--- src/rtl/pixgen_pkg.sv ---
// pixgen_pkg: shared FSM/pattern types, LFSR constants and step function for pixel_stream_gen
package pixgen_pkg;

    typedef enum logic [1:0] {IDLE, ACTIVE, HBLANK, VBLANK} state_t;
    typedef enum logic [1:0] {RAMP_H, RAMP_V, CHECKER, LFSR} mode_t;

    localparam logic [11:0] LFSR_SEED = 12'hACE;
    // x^12+x^11+x^10+x^4+1 -> feedback from bits 11, 10, 9 and 3
    localparam logic [11:0] LFSR_TAPS = 12'hE08;
    localparam int          CHK_SHIFT = 3;

    function automatic logic [11:0] lfsr_step(input logic [11:0] q);
        return {q[10:0], ^(q & LFSR_TAPS)};
    endfunction

endpackage

--- src/rtl/pixgen_lfsr.sv ---
// pixgen_lfsr: 12-bit Fibonacci LFSR holding the value of the next pixel to be emitted
module pixgen_lfsr
    import pixgen_pkg::*;
(
    input  logic        clk,
    input  logic        rst,
    input  logic        en,
    input  logic        reseed,
    output logic [11:0] q
);

    // The seed itself goes out as the first pixel of a frame, so a reseed loads its successor
    always_ff @(posedge clk or posedge rst)
        if (rst)
            q <= LFSR_SEED;
        else if (reseed)
            q <= lfsr_step(LFSR_SEED);
        else if (en)
            q <= lfsr_step(q);

endmodule

--- src/rtl/pixel_stream_gen.sv ---
// pixel_stream_gen: raster test-pattern source with DVAL and X/Y counters; PIXGEN_LFSR_EN enables the LFSR pattern
module pixel_stream_gen
    import pixgen_pkg::*;
#(
    parameter int H_ACTIVE = 640,
    parameter int H_BLANK  = 160,
    parameter int V_ACTIVE = 480,
    parameter int V_BLANK  = 45,
    parameter int DW       = 12
) (
    input  logic          iCLK,
    input  logic          iRST,
    input  logic          iSTART,
    input  logic          iSTOP,
    input  logic [1:0]    iMODE,
    output logic [DW-1:0] oDATA,
    output logic          oDVAL,
    output logic [15:0]   oX_Cont,
    output logic [15:0]   oY_Cont,
    output logic [31:0]   oFrame_Cont,
    output logic          oBUSY
);

    localparam int LINE = H_ACTIVE + H_BLANK;
    localparam int CW   = $clog2(V_BLANK * LINE + 1);

    state_t        state, state_n;
    mode_t         mode, mode_n;
    logic [CW-1:0] cnt, cnt_n;
    logic [15:0]   x_n, y_n;
    logic [31:0]   frame_n;
    logic          stop_pend, stop_n, start_frame;
    logic [DW-1:0] pix_n, lfsr_pix;

`ifdef PIXGEN_LFSR_EN
    logic [11:0] lfsr_q;

    pixgen_lfsr u_lfsr (
        .clk    (iCLK),
        .rst    (iRST),
        .en     (state_n == ACTIVE),
        .reseed (start_frame),
        .q      (lfsr_q)
    );

    assign lfsr_pix = start_frame ? DW'(LFSR_SEED) : DW'(lfsr_q);
`else
    assign lfsr_pix = {1'b1, {DW-1{1'b0}}};
`endif

    // Next state, counters and the pixel value that goes out with them on the next edge
    always_comb begin
        state_n     = state;
        mode_n      = mode;
        cnt_n       = cnt;
        x_n         = oX_Cont;
        y_n         = oY_Cont;
        frame_n     = oFrame_Cont;
        stop_n      = stop_pend | (iSTOP && state != IDLE);
        start_frame = 1'b0;
        case (state)
            IDLE:
                if (iSTART) begin
                    state_n     = ACTIVE;
                    x_n         = '0;
                    y_n         = '0;
                    stop_n      = iSTOP;
                    start_frame = 1'b1;
                end
            ACTIVE:
                if (oX_Cont == 16'(H_ACTIVE - 1)) begin
                    state_n = HBLANK;
                    x_n     = '0;
                    cnt_n   = '0;
                end else
                    x_n = oX_Cont + 16'd1;
            HBLANK:
                if (cnt == CW'(H_BLANK - 1)) begin
                    cnt_n   = '0;
                    state_n = (oY_Cont == 16'(V_ACTIVE - 1)) ? VBLANK : ACTIVE;
                    y_n     = (oY_Cont == 16'(V_ACTIVE - 1)) ? 16'd0 : oY_Cont + 16'd1;
                end else
                    cnt_n = cnt + 1'b1;
            VBLANK:
                if (cnt == CW'(V_BLANK * LINE - 1)) begin
                    cnt_n   = '0;
                    frame_n = oFrame_Cont + 32'd1;
                    if (stop_pend || iSTOP) begin
                        state_n = IDLE;
                        stop_n  = 1'b0;
                    end else begin
                        state_n     = ACTIVE;
                        start_frame = 1'b1;
                    end
                end else
                    cnt_n = cnt + 1'b1;
            default: state_n = IDLE;
        endcase
        if (start_frame)
            mode_n = mode_t'(iMODE);
        pix_n = (state_n != ACTIVE) ? '0 :
                (mode_n == RAMP_H)  ? DW'(x_n) :
                (mode_n == RAMP_V)  ? DW'(y_n) :
                (mode_n == CHECKER) ? {DW{x_n[CHK_SHIFT] ^ y_n[CHK_SHIFT]}} : lfsr_pix;
    end

    // State register and registered outputs, all cleared by the asynchronous reset
    always_ff @(posedge iCLK or posedge iRST)
        if (iRST) begin
            state       <= IDLE;
            mode        <= RAMP_H;
            cnt         <= '0;
            stop_pend   <= 1'b0;
            oDATA       <= '0;
            oDVAL       <= 1'b0;
            oX_Cont     <= '0;
            oY_Cont     <= '0;
            oFrame_Cont <= '0;
            oBUSY       <= 1'b0;
        end else begin
            state       <= state_n;
            mode        <= mode_n;
            cnt         <= cnt_n;
            stop_pend   <= stop_n;
            oDATA       <= pix_n;
            oDVAL       <= state_n == ACTIVE;
            oX_Cont     <= x_n;
            oY_Cont     <= y_n;
            oFrame_Cont <= frame_n;
            oBUSY       <= state_n != IDLE;
        end

endmodule

--- config.mk ---
export PLATFORM = sky130hd
export DESIGN_NAME = pixel_stream_gen
export DESIGN_NICKNAME = d
export VERILOG_FILES = /design/src/rtl/pixgen_pkg.sv /design/src/rtl/pixgen_lfsr.sv /design/src/rtl/pixel_stream_gen.sv
export SDC_FILE = /design/constraint.sdc
export NUM_CORES = 1
export LEC_CHECK = 0
export ABC_AREA = 1
export CORE_UTILIZATION = 35
export CTS_BUF_LIST = sky130_fd_sc_hd__clkbuf_16
export DETAILED_ROUTE_END_ITERATION = 10
export PLACE_DENSITY = 0.61
export SYNTH_ARGS = -nofsm -noshare
export SYNTH_HDL_FRONTEND = slang
export SYNTH_HIERARCHICAL = 1
export SYNTH_SLANG_ARGS = --single-unit
--- constraint.sdc ---
create_clock -name iCLK -period 10 [get_ports iCLK]
set_input_delay 2 -clock iCLK [delete_from_list [all_inputs] [get_ports iCLK]]
set_output_delay 2 -clock iCLK [all_outputs]
set_load 0.03 [all_outputs]
# Word-level counts from Yosys, hierarchy flattened

Cells that the tools add are included.

Output and inout port bits: 78
Logic and storage cells: 76
Bits in writable memories: 0
Flip-flop bits (word level): 99
Memory bits (read-only): 0
Memories kept: 0
Latch bits: 0
Input bits: 6

Bitwise operators: 2
Muxes and demuxes: 31
Equal/unequal tests: 14
Multiply operators: 0
$lt $le $gt $ge: 0
Add/sub/neg operators: 4
Reduce and logical (&&, ||, !) cells: 13
Divide/modulo/power cells: 0
Shift-type cells: 0

Operator list:

| operator                                                           | count |
|---|---|
| 16-bit 2-to-1 mux                                                  | 8 |
| 16-bit one-hot mux with 2 select lines                             | 2 |
| 16-bit by 1-bit adder with 16-bit output (second input constant)   | 3 |
| 12-bit 2-to-1 mux                                                  | 4 |
| 16-bit one-hot mux with 3 select lines                             | 1 |
| 32-bit by 1-bit adder with 32-bit output (second input constant)   | 1 |
| 16-bit by 10-bit == test with 1-bit output (second input constant) | 1 |
| 16-bit == test (second input constant)                             | 1 |
| 16-bit by 8-bit == test with 1-bit output (second input constant)  | 1 |
| 16-bit by 9-bit == test with 1-bit output (second input constant)  | 1 |
| 2-bit 2-to-1 mux                                                   | 6 |
| 2-bit one-hot mux with 4 select lines                              | 1 |
| 2-bit nonzero test                                                 | 4 |
| 1-bit 2-to-1 mux                                                   | 7 |
| 2-bit by 1-bit == test with 1-bit output (second input constant)   | 3 |
| 2-bit == test (second input constant)                              | 3 |
| 2-bit != test (second input constant)                              | 3 |
| 2-bit AND reduction                                                | 3 |
| 2-bit zero test                                                    | 2 |
| 1-bit one-hot mux with 2 select lines                              | 2 |
| 3-bit AND reduction                                                | 1 |
| 3-bit nonzero test                                                 | 1 |
| 2-bit by 1-bit != test with 1-bit output (second input constant)   | 1 |
| 1-bit logical AND                                                  | 1 |
| 3 further kinds                                                    | 3 |

# Depth between registers and ports, before layout

Depth after elaboration: 10
Depth in mapped cells: 16
Gate-level depth less buffers: 16

# Worst setup path before layout

OpenSTA, ideal clock, no wires.

Path type: input-to-reg
From: input port iSTOP
To: register oDATA[0]
Slack: 6.877 ns
Cell stages on the path: 10
Arrival time: 2.994 ns
Required time: 9.870 ns
Setup time: 0.130 ns
Cells stage by stage: nor2_1 nand4_1 nand2_1 nand2_1 nand2_1 nand2_2 nor2_2 nand2_1 nand2_1 a21oi_1

Word-level cells in the longest chain between the ends: 10
Elaborated cells on any way between the ends: 16
Those cells by class: eq/ne (3); mux (11); reduce/logical (2)

RTL lines:

| item                                      | line                    | RTL |
|---|---|---|
| start: declaration                        | pixel_stream_gen.sv:14  | `input logic iSTOP,` |
| 1-bit logical OR (*)                      | pixel_stream_gen.sv:88  | `if (stop_pend \|\| iSTOP) begin` |
| 1-bit 2-to-1 mux (*)                      | pixel_stream_gen.sv:88  |  |
| 1-bit 2-to-1 mux (*)                      | pixel_stream_gen.sv:85  | `if (cnt == CW'(V_BLANK * LINE - 1)) begin` |
| 1-bit one-hot mux with 2 select lines (*) | pixel_stream_gen.sv:61  | `case (state)` |
| 2-bit 2-to-1 mux (*)                      | pixel_stream_gen.sv:99  | `if (start_frame)` |
| net mode_n[0]                             | pixel_stream_gen.sv:28  | `mode_t mode, mode_n;` |
| 2-bit == test                             | pixel_stream_gen.sv:104 | `(mode_n == CHECKER) ? {DW{x_n[CHK_SHIFT] ^ y_n[CHK_SHIFT]}} : lfsr_pix;` |
| 12-bit 2-to-1 mux                         | pixel_stream_gen.sv:104 |  |
| 12-bit 2-to-1 mux                         | pixel_stream_gen.sv:103 | `(mode_n == RAMP_V) ? DW'(y_n) :` |
| 12-bit 2-to-1 mux (*)                     | pixel_stream_gen.sv:102 | `(mode_n == RAMP_H) ? DW'(x_n) :` |
| 12-bit 2-to-1 mux (*)                     | pixel_stream_gen.sv:101 | `pix_n = (state_n != ACTIVE) ? '0 :` |
| net pix_n[0]                              | pixel_stream_gen.sv:33  | `logic [DW-1:0] pix_n, lfsr_pix;` |
| end signal: assignment                    | pixel_stream_gen.sv:125 | `oDATA <= pix_n;` |
| end: declaration                          | pixel_stream_gen.sv:16  | `output logic [DW-1:0] oDATA,` |

Mark *: on every way through the listed nets, which the timed path passes. The rest lies on a longest branch.
A chain may end at the register's enable or synchronous reset.

# Final worst setup path

From: input port iSTART
To: register oDATA[9]

Elaborated cells on any way between the ends: 18
Those cells by class: eq/ne (3); mux (13); bitwise (1); reduce/logical (1)

RTL lines:

| item                                   | line                    | RTL |
|---|---|---|
| start: declaration                     | pixel_stream_gen.sv:13  | `input logic iSTART,` |
| 16-bit 2-to-1 mux                      | pixel_stream_gen.sv:63  | `if (iSTART) begin` |
| 16-bit one-hot mux with 2 select lines | pixel_stream_gen.sv:61  |  |
| net x_n[3]                             | pixel_stream_gen.sv:30  | `logic [15:0] x_n, y_n;` |
| 1-bit bitwise XOR                      | pixel_stream_gen.sv:104 |  |
| 12-bit 2-to-1 mux                      | pixel_stream_gen.sv:104 |  |
| 12-bit 2-to-1 mux                      | pixel_stream_gen.sv:103 |  |
| 12-bit 2-to-1 mux                      | pixel_stream_gen.sv:102 |  |
| 12-bit 2-to-1 mux                      | pixel_stream_gen.sv:101 |  |
| net pix_n[9]                           | pixel_stream_gen.sv:33  |  |

The timed path passes the listed nets, and every way through them passes these cells. The select of a mux whose other input is x is not followed.

==> flow_summary.json <==
{
  "status": "completed",
  "rrSetupSlack_ns": 6.97,
  "cts_tree": "built",
  "arrival_ns": 4.32,
  "cts-buffers-inserted": 9,
  "final_common_cell": "nand2_1",
  "row_count": 46,
  "synth-xor-area-share": 0.06991,
  "cts_max_path_buffers": 2,
  "cts.sinks": 99,
  "r2r_end": "oDATA[9]",
  "netlist_instances": 735,
  "via_per_inst": 4.885,
  "rr_worst_depth": 14,
  "cts.clk_slew.worst_paths_ns": 0.07,
  "num-fill-cells": 1630,
  "ys.flop_type": "dfrtp_1",
  "relSlewSlack": 0.4319,
  "cap_violations": 0,
  "path_cells": "clkdlybuf4s50_1 -> nand2_1 -> o21ai_1 -> inv_1 -> nand2_1 -> nand2_1 -> inv_1 -> nand2_1 -> nand2_1 -> nand3_1 -> nand3_1 -> nand2_1 -> inv_1",
  "gr-total-overflow": 0,
  "slowest_delay_ns": 0.52,
  "grt_first_pass_wirelength_um": 23690,
  "ys_warn_count": 6,
  "ys_ff_latch": 99,
  "drt_pass1_iterations": 5,
  "ys_types": 46,
  "place_hpwl_um": 10770,
  "clk_latency_ns": 0.35,
  "hold_start": "oFrame_Cont[30]",
  "vdd_drop_max_mv": 0.1288,
  "path_max_fanout": 12,
  "place.gp.congestion": 0.8754,
  "powerDensity_nw_per_um2": 196.3,
  "cp-end-kind": "flip-flop",
  "final_util": 0.4434,
  "synthToLayoutAreaGrowth_pct": 23.10,
  "yosys.area_share.simple": 0.3257,
  "worst-path-buf-inv": 4,
  "grt_pass1_vias": 4823,
  "report.final.hold_viol_count": 0,
  "die_area_um2": 16980,
  "syn_area_per_cell_um2": 7.841,
  "cts_setup_buffers": 0,
  "pin_count": 84,
  "coreArea_um2": 16000,
  "synth_area_um2": 5763,
  "rsz0062_at_grt": "no",
  "synth_edf_count": 0,
  "synthMuxAreaShare": 0,
  "finalCriticalPeriod_ns": 4.029,
  "antenna_cells": 0,
  "postCtsResizedCells": 0,
  "setup-tns-final_ns": 0,
  "htree_levels": 3,
  "die_y_um": 130.3,
  "fin_nets": 839,
  "grt_use_total": 0.1789,
  "hold_depth": 1,
  "reg2reg_from": "state[1]",
  "drc_errors": 0,
  "worst_pin_slew_ns": 0.8464,
  "fmax_ghz": 0.2482,
  "syn_nets": 750,
  "start_kind": "input port",
  "portBuffers": 83,
  "slowest_stage": "clkdlybuf4s50_1",
  "wire_per_inst_um": 13.74,
  "die_width_um": 130.3,
  "hold_end": "oFrame_Cont[30]",
  "post_route_cells_drive_above_1_share": 0.06876,
  "cts_root_buf": "clkbuf_16",
  "antenna_found_initial": 0,
  "drt_iter0_markers": 317,
  "initial_utilization": 0.3602,
  "required_ns": 10.29,
  "crit_type": "in2reg",
  "crit_family": "buffers and inverters",
  "skew_ns": 0.01355,
  "ys_seq_area_frac": 0.4299,
  "synth_fa_ha_area_frac": 0.01954,
  "drv_slew": 0,
  "drtAntennaViolNets": 0,
  "routed_wl_um": 14350,
  "synth_top_family_by_area": "simple AND/OR/NAND/NOR gates",
  "vias": 5105,
  "hold_buffers": 0,
  "fin_ws_ns": 5.971,
  "dpl_worst_slack_ns": 5.649,
  "grt_start_max_net_pins": 58,
  "post-route-period-util": 0.4029,
  "hold_class": "reg2reg",
  "synth_compound_area_frac": 0.07555,
  "p_leak_nw": 3.381,
  "cpMostUsedCell": "nand2_1",
  "async_flop_share": 1.000,
  "mostFrequentLayoutCells": "nand2_1, inv_1, dfrtp_1",
  "final-setup-viol-count": 0
}
-- power breakdown --
part           internal (W)  switching [W]
clock              0.000165       0.000152
combinational      0.000191       0.000383
sequential         0.000453      0.0000488
total              0.000809       0.000583
-- registers in the layout (all words and copies together) (netlist names) --
| name | cells |
|---|---|
| oDATA | 12 |
| stop_pend | 1 |
| oBUSY | 1 |
| oFrame_Cont | 32 |
| cnt | 16 |
| oX_Cont | 16 |
| mode | 2 |
| oY_Cont | 16 |
| state | 2 |
| oDVAL | 1 |
-- cell usage after synthesis (12+ instances only) --
master,n,share of area
a21oi_1,21,0.018
dfrtp_1,99,0.43
inv_1,107,0.070
nand2_1,161,0.10
nand2_2,12,0.013
nand3_1,73,0.063
nand4_1,20,0.022
nor2_1,67,0.044
nor3_1,27,0.023
o21ai_0,21,0.018
xnor2_1,14,0.021
xor2_1,32,0.049
-- layer usage --
layer	part of all wire	routed length (um)	track usage
met1	0.47	6798	0.2370
met2	0.47	6749	0.2941
met3	0.039	563	0.02993
met4	0.017	243	0.06293
met5	0	0	0
-- cells by family (layout without fill, tap and decap cells) --
group                    count (synthesis)  in the layout
AO/OA/AOI/OAI                           73             73
XOR/XNOR                                46             46
adder cells (fa/ha/maj)                  9              9
buffers and inverters                  117            211
flip-flops                              99             99
AND/OR/NAND/NOR                        391            391
-- worst max path at each step --
stage / to / depth (start not counted) / from
final: oDATA[9] / 13 / iSTART
after global routing: oDATA[9] / 13 / iSTART
after detailed placement: oDATA[1] / 10 / iSTART
after CTS: oDATA[9] / 13 / iSTART
after global placement: oDATA[2] / 10 / iSTART
after floorplan: cnt[0] / 1 / iRST
-- final cells by class --
| type | count | area, um^2 | area share |
|---|---|---|---|
| clock buffers | 9 | 225.2 | 0.03175 |
| repair buffers | 84 | 838.3 | 0.1182 |
| well taps | 216 | 270.3 | 0.03810 |
| inverters | 111 | 419.2 | 0.05908 |
| clock inverters | 7 | 36.28 | 0.005115 |
| multi-input cells | 519 | 2828 | 0.3986 |
| flip-flops and latches | 99 | 2477 | 0.3492 |
-- stage by stage --
stage | instances | instance area (um^2) | hold WS (ns) | power (W)
finish | 1045 | 7094 | 0.4970 | 0.001393
global route | 1045 | 7094 | 0.5200 | 0.001490
CTS | 1045 | 7094 | 0.5026 | 0.001405
detailed placement | 1029 | 6833 | 0.4926 | 0.001086
global placement | 1029 | 6833 | 0.4916 | 0.001079
floorplan | 735 | 5763 | 0.4754 | 0.0009102
-- worst register-to-register path, stage by stage, from the launching register on --
cell	delay [ns]
dfrtp_1	0.45
inv_1	0.15
ha_1	0.36
inv_1	0.13
o21ai_1	0.68
inv_1	0.31
nand2_1	0.14
nand2_1	0.14
inv_1	0.11
nand2_1	0.06
nand2_1	0.09
nand3_1	0.13
nand3_1	0.11
nand2_1	0.06
inv_1	0.06
No activity file was read; power rests on OpenSTA's default activity.
